`src/rtl/parity_pkg.sv`:
```
// -----------------------------------------------------------------------------
// parity_pkg
// Shared definitions for the parity link (transmit framer and receiver/checker).
//   ptx_state_t  : framer FSM states
//   LINE_IDLE / START_BIT / STOP_BIT : serial line levels
//   calc_parity  : parity of a zero-padded word; even (odd=0) or odd (odd=1)
// -----------------------------------------------------------------------------
package parity_pkg;

    typedef enum logic [2:0] {
        ST_IDLE   = 3'd0,
        ST_START  = 3'd1,
        ST_DATA   = 3'd2,
        ST_PARITY = 3'd3,
        ST_STOP   = 3'd4
    } ptx_state_t;

    localparam logic LINE_IDLE = 1'b1;
    localparam logic START_BIT = 1'b0;
    localparam logic STOP_BIT  = 1'b1;

    // Widest payload supported by the link; narrower words are zero-padded,
    // which leaves their parity unchanged.
    localparam int PARITY_MAX_W = 16;

    // Even parity: ^data. Odd parity: ~^data.
    function automatic logic calc_parity(input logic [PARITY_MAX_W-1:0] data,
                                         input logic                    odd);
        return (^data) ^ odd;
    endfunction

endpackage

```
`src/rtl/parity_bit_timer.sv`:
```
// -----------------------------------------------------------------------------
// parity_bit_timer
// Modulo-CLKS_PER_BIT cycle counter marking serial bit boundaries.
//   clk, rst  : clock, synchronous active-high reset
//   clear     : restart the count at 0 (frame start)
//   en        : count this cycle
//   count     : current position inside the bit, 0..CLKS_PER_BIT-1
//   bit_end   : high in the last cycle of a bit (count wraps on this edge)
// -----------------------------------------------------------------------------
module parity_bit_timer #(
    parameter int CLKS_PER_BIT = 4
) (
    input  logic                            clk,
    input  logic                            rst,
    input  logic                            clear,
    input  logic                            en,
    output logic [$clog2(CLKS_PER_BIT)-1:0] count,
    output logic                            bit_end
);

    localparam int CNT_W = $clog2(CLKS_PER_BIT);
    localparam logic [CNT_W-1:0] CNT_MAX = CNT_W'(CLKS_PER_BIT - 1);

    logic [CNT_W-1:0] count_reg;

    assign count   = count_reg;
    assign bit_end = en && (count_reg == CNT_MAX);

    always_ff @(posedge clk) begin
        if (rst || clear) begin
            count_reg <= '0;
        end else if (en) begin
            if (count_reg == CNT_MAX) begin
                count_reg <= '0;
            end else begin
                count_reg <= count_reg + CNT_W'(1);
            end
        end
    end

endmodule

```
`src/rtl/parity_frame_tx.sv`:
```
// -----------------------------------------------------------------------------
// parity_frame_tx
// Serial framer: accepts a DATA_W-bit word on a valid/ready handshake and
// sends start bit, data (LSB first), parity bit and stop bit on tx_out, each
// bit lasting CLKS_PER_BIT cycles.
//   clk, rst    : clock, synchronous active-high reset
//   in_data     : word to send, sampled on accept (in_valid && in_ready)
//   in_valid    : upstream has a word
//   in_ready    : framer can take a word
//   tx_out      : serial line, idles high
//   busy        : high while a frame is on the line
//   frame_done  : one-cycle pulse in the last cycle of the stop bit
// Build option PARITY_FRAME_TX_SKID_EN: adds a one-word holding register so
// a word can be taken while a frame is in flight, giving back-to-back frames.
// -----------------------------------------------------------------------------
module parity_frame_tx
    import parity_pkg::*;
#(
    parameter int DATA_W       = 4,
    parameter int CLKS_PER_BIT = 4,
    parameter int ODD_PARITY   = 0
) (
    input  logic              clk,
    input  logic              rst,
    input  logic [DATA_W-1:0] in_data,
    input  logic              in_valid,
    output logic              in_ready,
    output logic              tx_out,
    output logic              busy,
    output logic              frame_done
);

    localparam int CNT_W = $clog2(CLKS_PER_BIT);
    localparam int IDX_W = $clog2(DATA_W + 1);
    localparam logic [CNT_W-1:0] CNT_PENULT = CNT_W'(CLKS_PER_BIT - 2);
    localparam logic [IDX_W-1:0] IDX_LAST   = IDX_W'(DATA_W - 1);
    localparam logic             PAR_ODD    = (ODD_PARITY != 0);

    ptx_state_t         state_reg;
    logic [DATA_W-1:0]  shift_reg;
    logic               parity_reg;
    logic [IDX_W-1:0]   bit_idx_reg;
    logic               tx_reg;
    logic               busy_reg;
    logic               frame_done_reg;

    logic [CNT_W-1:0]        bit_count;
    logic                    bit_end;
    logic                    accept;
    logic                    stop_end;
    logic                    frame_load;
    logic [DATA_W-1:0]       load_data;
    logic                    load_par;
    logic                    in_par;
    logic [PARITY_MAX_W-1:0] in_pad;
    logic [DATA_W-1:0]       shift_next;

    // Zero-pad the input word to the package parity width.
    genvar gi;
    generate
        for (gi = 0; gi < PARITY_MAX_W; gi++) begin : g_pad
            if (gi < DATA_W) begin : g_bit
                assign in_pad[gi] = in_data[gi];
            end else begin : g_zero
                assign in_pad[gi] = 1'b0;
            end
        end
    endgenerate

    assign in_par     = calc_parity(in_pad, PAR_ODD);
    assign accept     = in_valid && in_ready;
    assign stop_end   = (state_reg == ST_STOP) && bit_end;
    assign shift_next = shift_reg >> 1;

    assign tx_out     = tx_reg;
    assign busy       = busy_reg;
    assign frame_done = frame_done_reg;

    parity_bit_timer #(
        .CLKS_PER_BIT (CLKS_PER_BIT)
    ) u_timer (
        .clk     (clk),
        .rst     (rst),
        .clear   (frame_load),
        .en      (state_reg != ST_IDLE),
        .count   (bit_count),
        .bit_end (bit_end)
    );

`ifdef PARITY_FRAME_TX_SKID_EN
    logic              hold_valid_reg;
    logic [DATA_W-1:0] hold_data_reg;
    logic              hold_par_reg;
    logic              direct_load;
    logic              hold_drain;

    assign in_ready = !rst && !hold_valid_reg;

    // A word goes straight into the shifter when the framer is about to start
    // a frame and nothing older is waiting; otherwise it parks in the holding
    // register until the current frame's stop bit ends.
    assign direct_load = accept && ((state_reg == ST_IDLE) || (stop_end && !hold_valid_reg));
    assign hold_drain  = stop_end && hold_valid_reg;

    always_comb begin
        frame_load = 1'b0;
        load_data  = in_data;
        load_par   = in_par;
        if (hold_drain) begin
            frame_load = 1'b1;
            load_data  = hold_data_reg;
            load_par   = hold_par_reg;
        end else if (direct_load) begin
            frame_load = 1'b1;
        end
    end

    always_ff @(posedge clk) begin
        if (rst) begin
            hold_valid_reg <= 1'b0;
            hold_data_reg  <= '0;
            hold_par_reg   <= 1'b0;
        end else if (accept && !direct_load) begin
            // Also covers accept during a drain: the new word takes the slot.
            hold_valid_reg <= 1'b1;
            hold_data_reg  <= in_data;
            hold_par_reg   <= in_par;
        end else if (hold_drain) begin
            hold_valid_reg <= 1'b0;
        end
    end
`else
    assign in_ready = !rst && (state_reg == ST_IDLE);

    always_comb begin
        frame_load = (state_reg == ST_IDLE) && accept;
        load_data  = in_data;
        load_par   = in_par;
    end
`endif

    always_ff @(posedge clk) begin
        if (rst) begin
            state_reg      <= ST_IDLE;
            shift_reg      <= '0;
            parity_reg     <= 1'b0;
            bit_idx_reg    <= '0;
            tx_reg         <= LINE_IDLE;
            busy_reg       <= 1'b0;
            frame_done_reg <= 1'b0;
        end else begin
            frame_done_reg <= 1'b0;
            unique case (state_reg)
                ST_IDLE: begin
                    tx_reg <= LINE_IDLE;
                    if (frame_load) begin
                        state_reg   <= ST_START;
                        shift_reg   <= load_data;
                        parity_reg  <= load_par;
                        bit_idx_reg <= '0;
                        tx_reg      <= START_BIT;
                        busy_reg    <= 1'b1;
                    end
                end
                ST_START: begin
                    if (bit_end) begin
                        state_reg <= ST_DATA;
                        tx_reg    <= shift_reg[0];
                    end
                end
                ST_DATA: begin
                    if (bit_end) begin
                        shift_reg   <= shift_next;
                        bit_idx_reg <= bit_idx_reg + IDX_W'(1);
                        if (bit_idx_reg == IDX_LAST) begin
                            state_reg <= ST_PARITY;
                            tx_reg    <= parity_reg;
                        end else begin
                            tx_reg <= shift_next[0];
                        end
                    end
                end
                ST_PARITY: begin
                    if (bit_end) begin
                        state_reg <= ST_STOP;
                        tx_reg    <= STOP_BIT;
                    end
                end
                ST_STOP: begin
                    // Registered pulse: raise it one cycle early so it is
                    // visible during the final stop-bit cycle.
                    if (bit_count == CNT_PENULT) begin
                        frame_done_reg <= 1'b1;
                    end
                    if (bit_end) begin
                        if (frame_load) begin
                            state_reg   <= ST_START;
                            shift_reg   <= load_data;
                            parity_reg  <= load_par;
                            bit_idx_reg <= '0;
                            tx_reg      <= START_BIT;
                            busy_reg    <= 1'b1;
                        end else begin
                            state_reg <= ST_IDLE;
                            tx_reg    <= LINE_IDLE;
                            busy_reg  <= 1'b0;
                        end
                    end
                end
                default: begin
                    state_reg <= ST_IDLE;
                    tx_reg    <= LINE_IDLE;
                    busy_reg  <= 1'b0;
                end
            endcase
        end
    end

endmodule

```
`config.mk`:
```
export PLATFORM = sky130hd
export DESIGN_NAME = parity_frame_tx
export DESIGN_NICKNAME = d
export VERILOG_FILES = /design/src/rtl/parity_pkg.sv /design/src/rtl/parity_bit_timer.sv /design/src/rtl/parity_frame_tx.sv
export SDC_FILE = /design/constraint.sdc
export NUM_CORES = 1
export LEC_CHECK = 0
export CORE_AREA = 2 2 54 56
export CTS_BUF_LIST = sky130_fd_sc_hd__clkbuf_8 sky130_fd_sc_hd__clkbuf_16
export DETAILED_ROUTE_END_ITERATION = 8
export DIE_AREA = 0 0 56 58
export SYNTH_ARGS = -nofsm -noshare
export SYNTH_HDL_FRONTEND = slang
export SYNTH_HIERARCHICAL = 1
export SYNTH_SLANG_ARGS = --single-unit
```
`constraint.sdc`:
```
create_clock -name clk -period 2.94 [get_ports clk]
set_clock_uncertainty 0.1 [all_clocks]
set_input_delay 0.294 -clock clk [delete_from_list [all_inputs] [get_ports clk]]
set_output_delay 0.294 -clock clk [all_outputs]
set_load 0.01 [all_outputs]
```
==> results.yml <==
cts:
  path_clk_slew_ns: 0.06
  insertion_delay_ns: 0.25
  cts_setup_buffers: 0
  cts_resized: 0
  ctsHoldBuffers: 0
  htree_levels: 1
  clkSinkCount: 16
  clock_path_buffers: 2
  tritoncts.num_buffers: 3
  cts_tree: "yes"
  cts_root_buf: "clkbuf_8"
floorplanning:
  dieArea_um2: 3250
  core.rowCount: 19
  fp.dieH_um: 58
  initial_utilization_pct: 34.1
  ios: 11
  core_area_um2: 2660
  dieWidth_um: 56
drt:
  wl_met3_um: 36
  remaining_drc_errors: 0
  drt.antenna.violating_nets: 0
  wl_um: 1810
  topRoutingLayerUsed: "met4"
  m1WireLength_um: 927
  drt-initial-drc-count: 14
  num_vias: 706
  dr.pass1.iters: 3
  dr_wl_met2_um: 828
  vias_per_cell: 5.12
  wl_per_cell_um: 13.1
sta:
  rsz0062_at_grt: "false"
  min_period_over_period_pct: 74.6
  maxSlewViolCount: 0
  period_needed_ns: 2.19
  tightestPinTransition_ns: 0.494
  hold_viol: 0
  max_slew_margin_pct: 67.0
  tns_ns: 0
  finalSetupViolations: 0
  fmax_ghz: 0.456
synth:
  synth_cell_types: 36
  synth_area_um2: 908
  synthSimpleGateAreaFrac_pct: 20.1
  dominantRegCellSynth: "dfxtp_1"
  synth_top_family_by_area: "simple AND/OR/NAND/NOR gates"
  synth_cells: 98
  async_flop_share_pct: 0
  synth_adder_area_share_pct: 4.13
  synthMuxAreaShare_pct: 8.54
  synth_compound_area_share_pct: 19.0
  synth_xor_area_share_pct: 4.82
  synth_edf_count: 0
  seq_area_frac_synth_pct: 35.3
  yosysWarnings: 6
  ys_ff_latch: 16
  synth.avg_cell_area_um2: 9.27
  synth_fp_nets: 108
worst_setup_path:
  cp-startpoint: "state_reg[0]"
  crit_chain: "nor3_1 -> inv_1 -> and2_1 -> nand2_1 -> a21o_1 -> a211oi_1"
  worstSetupEndpointType: "flip-flop"
  cp-start-kind: "flip-flop"
  slowest_stage: "dfxtp_1"
  rrSetupSlack_ns: 0.75
  r2r_cells: 6
  crit_arrival_ns: 2.25
  worstSetupEndpoint: "shift_reg[0]"
  cp_num_buf_inv: 1
  path_class: "reg2reg"
  r2r_start: "state_reg[0]"
  reg2reg_to: "shift_reg[0]"
  path_depth: 6
  slowest_delay_ns: 0.63
  required_ns: 3.00
  worstPathMaxFanout: 16
  cpLargestDelayFamily: "simple AND/OR/NAND/NOR gates"
global_route:
  track_usage_pct: 12.4
  grt_pass1_wl_um: 3130
  grt-ovfl-total: 0
  antenna_found_initial: 0
  grt_start_max_net_pins: 20
  grt_pass1_vias: 685
final_layout:
  area_growth_pct: 16.7
  drive_gt1_share_pct: 15.9
  largest_reg_flops: 4
  fillers: 283
  n_antenna_cell: 0
  nets: 119
power:
  p_total_mw: 0.466
  leakagePower_nw: 0.383
  p_per_area_nw_per_um2: 439
  peakVddDrop_uv: 183
flow_run:
  max_cap_violations: 0
min_path:
  hp-class: "reg2reg"
placement:
  port_buffers: 10
  hpwl_um: 1270
  globalplace.congestion: 0.764
run_status:
  outcome: "complete, no violations"
[placed cells by master (no fill, tap or decap)]
| cell type | Yosys | final |
|---|---|---|
| inv_1 | 8 | 8 |
| clkdlybuf4s50_1 | 0 | 10 |
| nor2b_2 | 1 | 1 |
| or3b_2 | 1 | 1 |
| nand2_1 | 2 | 2 |
| nor3_1 | 5 | 5 |
| mux2_2 | 6 | 6 |
| a22o_1 | 2 | 2 |
| clkbuf_8 | 1 | 3 |
| nand4_1 | 1 | 1 |
| and2_1 | 1 | 1 |
| a311o_1 | 1 | 1 |
| buf_4 | 1 | 2 |
| o21ai_1 | 1 | 1 |
| nor2_1 | 5 | 5 |
| or3b_1 | 1 | 1 |
| or2_2 | 2 | 2 |
| a211oi_2 | 1 | 1 |
| nand4b_1 | 1 | 1 |
| ha_1 | 3 | 3 |
| o31ai_1 | 2 | 2 |
| a21oi_1 | 4 | 4 |
| nor3b_1 | 3 | 3 |
| or3b_4 | 1 | 1 |
| xnor2_1 | 4 | 4 |
| a22oi_1 | 2 | 2 |
| nand2b_1 | 2 | 2 |
| dfxtp_1 | 16 | 16 |
| a211oi_1 | 7 | 7 |
| a21o_1 | 1 | 1 |
| xor2_1 | 1 | 1 |
| nand3b_1 | 2 | 2 |
| nand3_1 | 2 | 2 |
| a221oi_1 | 2 | 2 |
| mux2i_1 | 1 | 1 |
[tightest hold or removal path: cells and delay by family (launching register included)]
| kind | cells | cell delay, ns |
|---|---|---|
| DFF | 1 | 0.31 |
| buffers and inverters | 1 | 0.05 |
| AOI/OAI and AO/OA | 1 | 0.05 |
[per-layer routing]
layer / global-route usage (%) / vias to the layer above
li1: - / 370
met1: 17.2 / 330
met2: 18.2 / 4
met3: 2.23 / 2
met4: 7.14 / 0
met5: 0 / -
[synthesized netlist by cell type (3+ instances only)]
library cell | instances | area share, %
a211oi_1 | 7 | 5.8
a21oi_1 | 4 | 2.2
clkbuf_1 | 3 | 1.2
dfxtp_1 | 16 | 35
ha_1 | 3 | 4.1
inv_1 | 8 | 3.3
mux2_2 | 6 | 7.4
nor2_1 | 5 | 2.1
nor3_1 | 5 | 2.8
nor3b_1 | 3 | 2.5
xnor2_1 | 4 | 3.9
[logic make-up (layout without fill, tap and decap cells)]
group / after synthesis / count (layout)
mux: 7 / 7
fa+ha+maj: 3 / 3
simple gates: 30 / 30
compound gates: 23 / 23
buf+inv: 14 / 23
flops: 16 / 16
xor+xnor: 5 / 5
[cell type report]
class | count | area, um^2 | share of cell area [%]
clock buffers | 3 | 41.3 | 3.90
inverters | 8 | 30.0 | 2.83
multi-input cells | 68 | 514 | 48.5
flip-flops and latches | 16 | 320 | 30.2
well taps | 31 | 38.8 | 3.66
repair buffers | 12 | 115 | 10.9
[where the power goes]
group	switching (mW)	internal (mW)	leakage (nW)
Combinational	0.0300	0.0363	0.231
Sequential	0.00903	0.226	0.131
Clock	0.0731	0.0908	0.0216
[worst min-delay path by stage]
| stage | cells after the start | slack [ns] | startpoint | endpoint |
|---|---|---|---|---|
| global route | 2 | 0.38 | shift_reg[2] | shift_reg[2] |
| detailed placement | 2 | 0.36 | shift_reg[2] | shift_reg[2] |
| floorplan | 1 | 0.26 | rst | u_timer/count[0] |
| CTS | 2 | 0.37 | shift_reg[2] | shift_reg[2] |
| global placement | 2 | 0.35 | shift_reg[2] | shift_reg[2] |
| finish | 2 | 0.36 | shift_reg[2] | shift_reg[2] |
[metrics by stage]
step | cells | setup WS [ns] | utilization [%] | hold WS (ns) | area (um^2)
3_3_place_gp | 135 | 0.814 | 38.3 | 0.351 | 1020
2_1_floorplan | 98 | 1.01 | - | 0.259 | 908
4_1_cts | 138 | 0.769 | 39.8 | 0.367 | 1060
3_5_place_dp | 135 | 0.801 | 38.3 | 0.356 | 1020
5_1_grt | 138 | 0.525 | 39.8 | 0.382 | 1060
6_report | 138 | 0.746 | 39.8 | 0.360 | 1060
(Power assumes the default switching activity.)
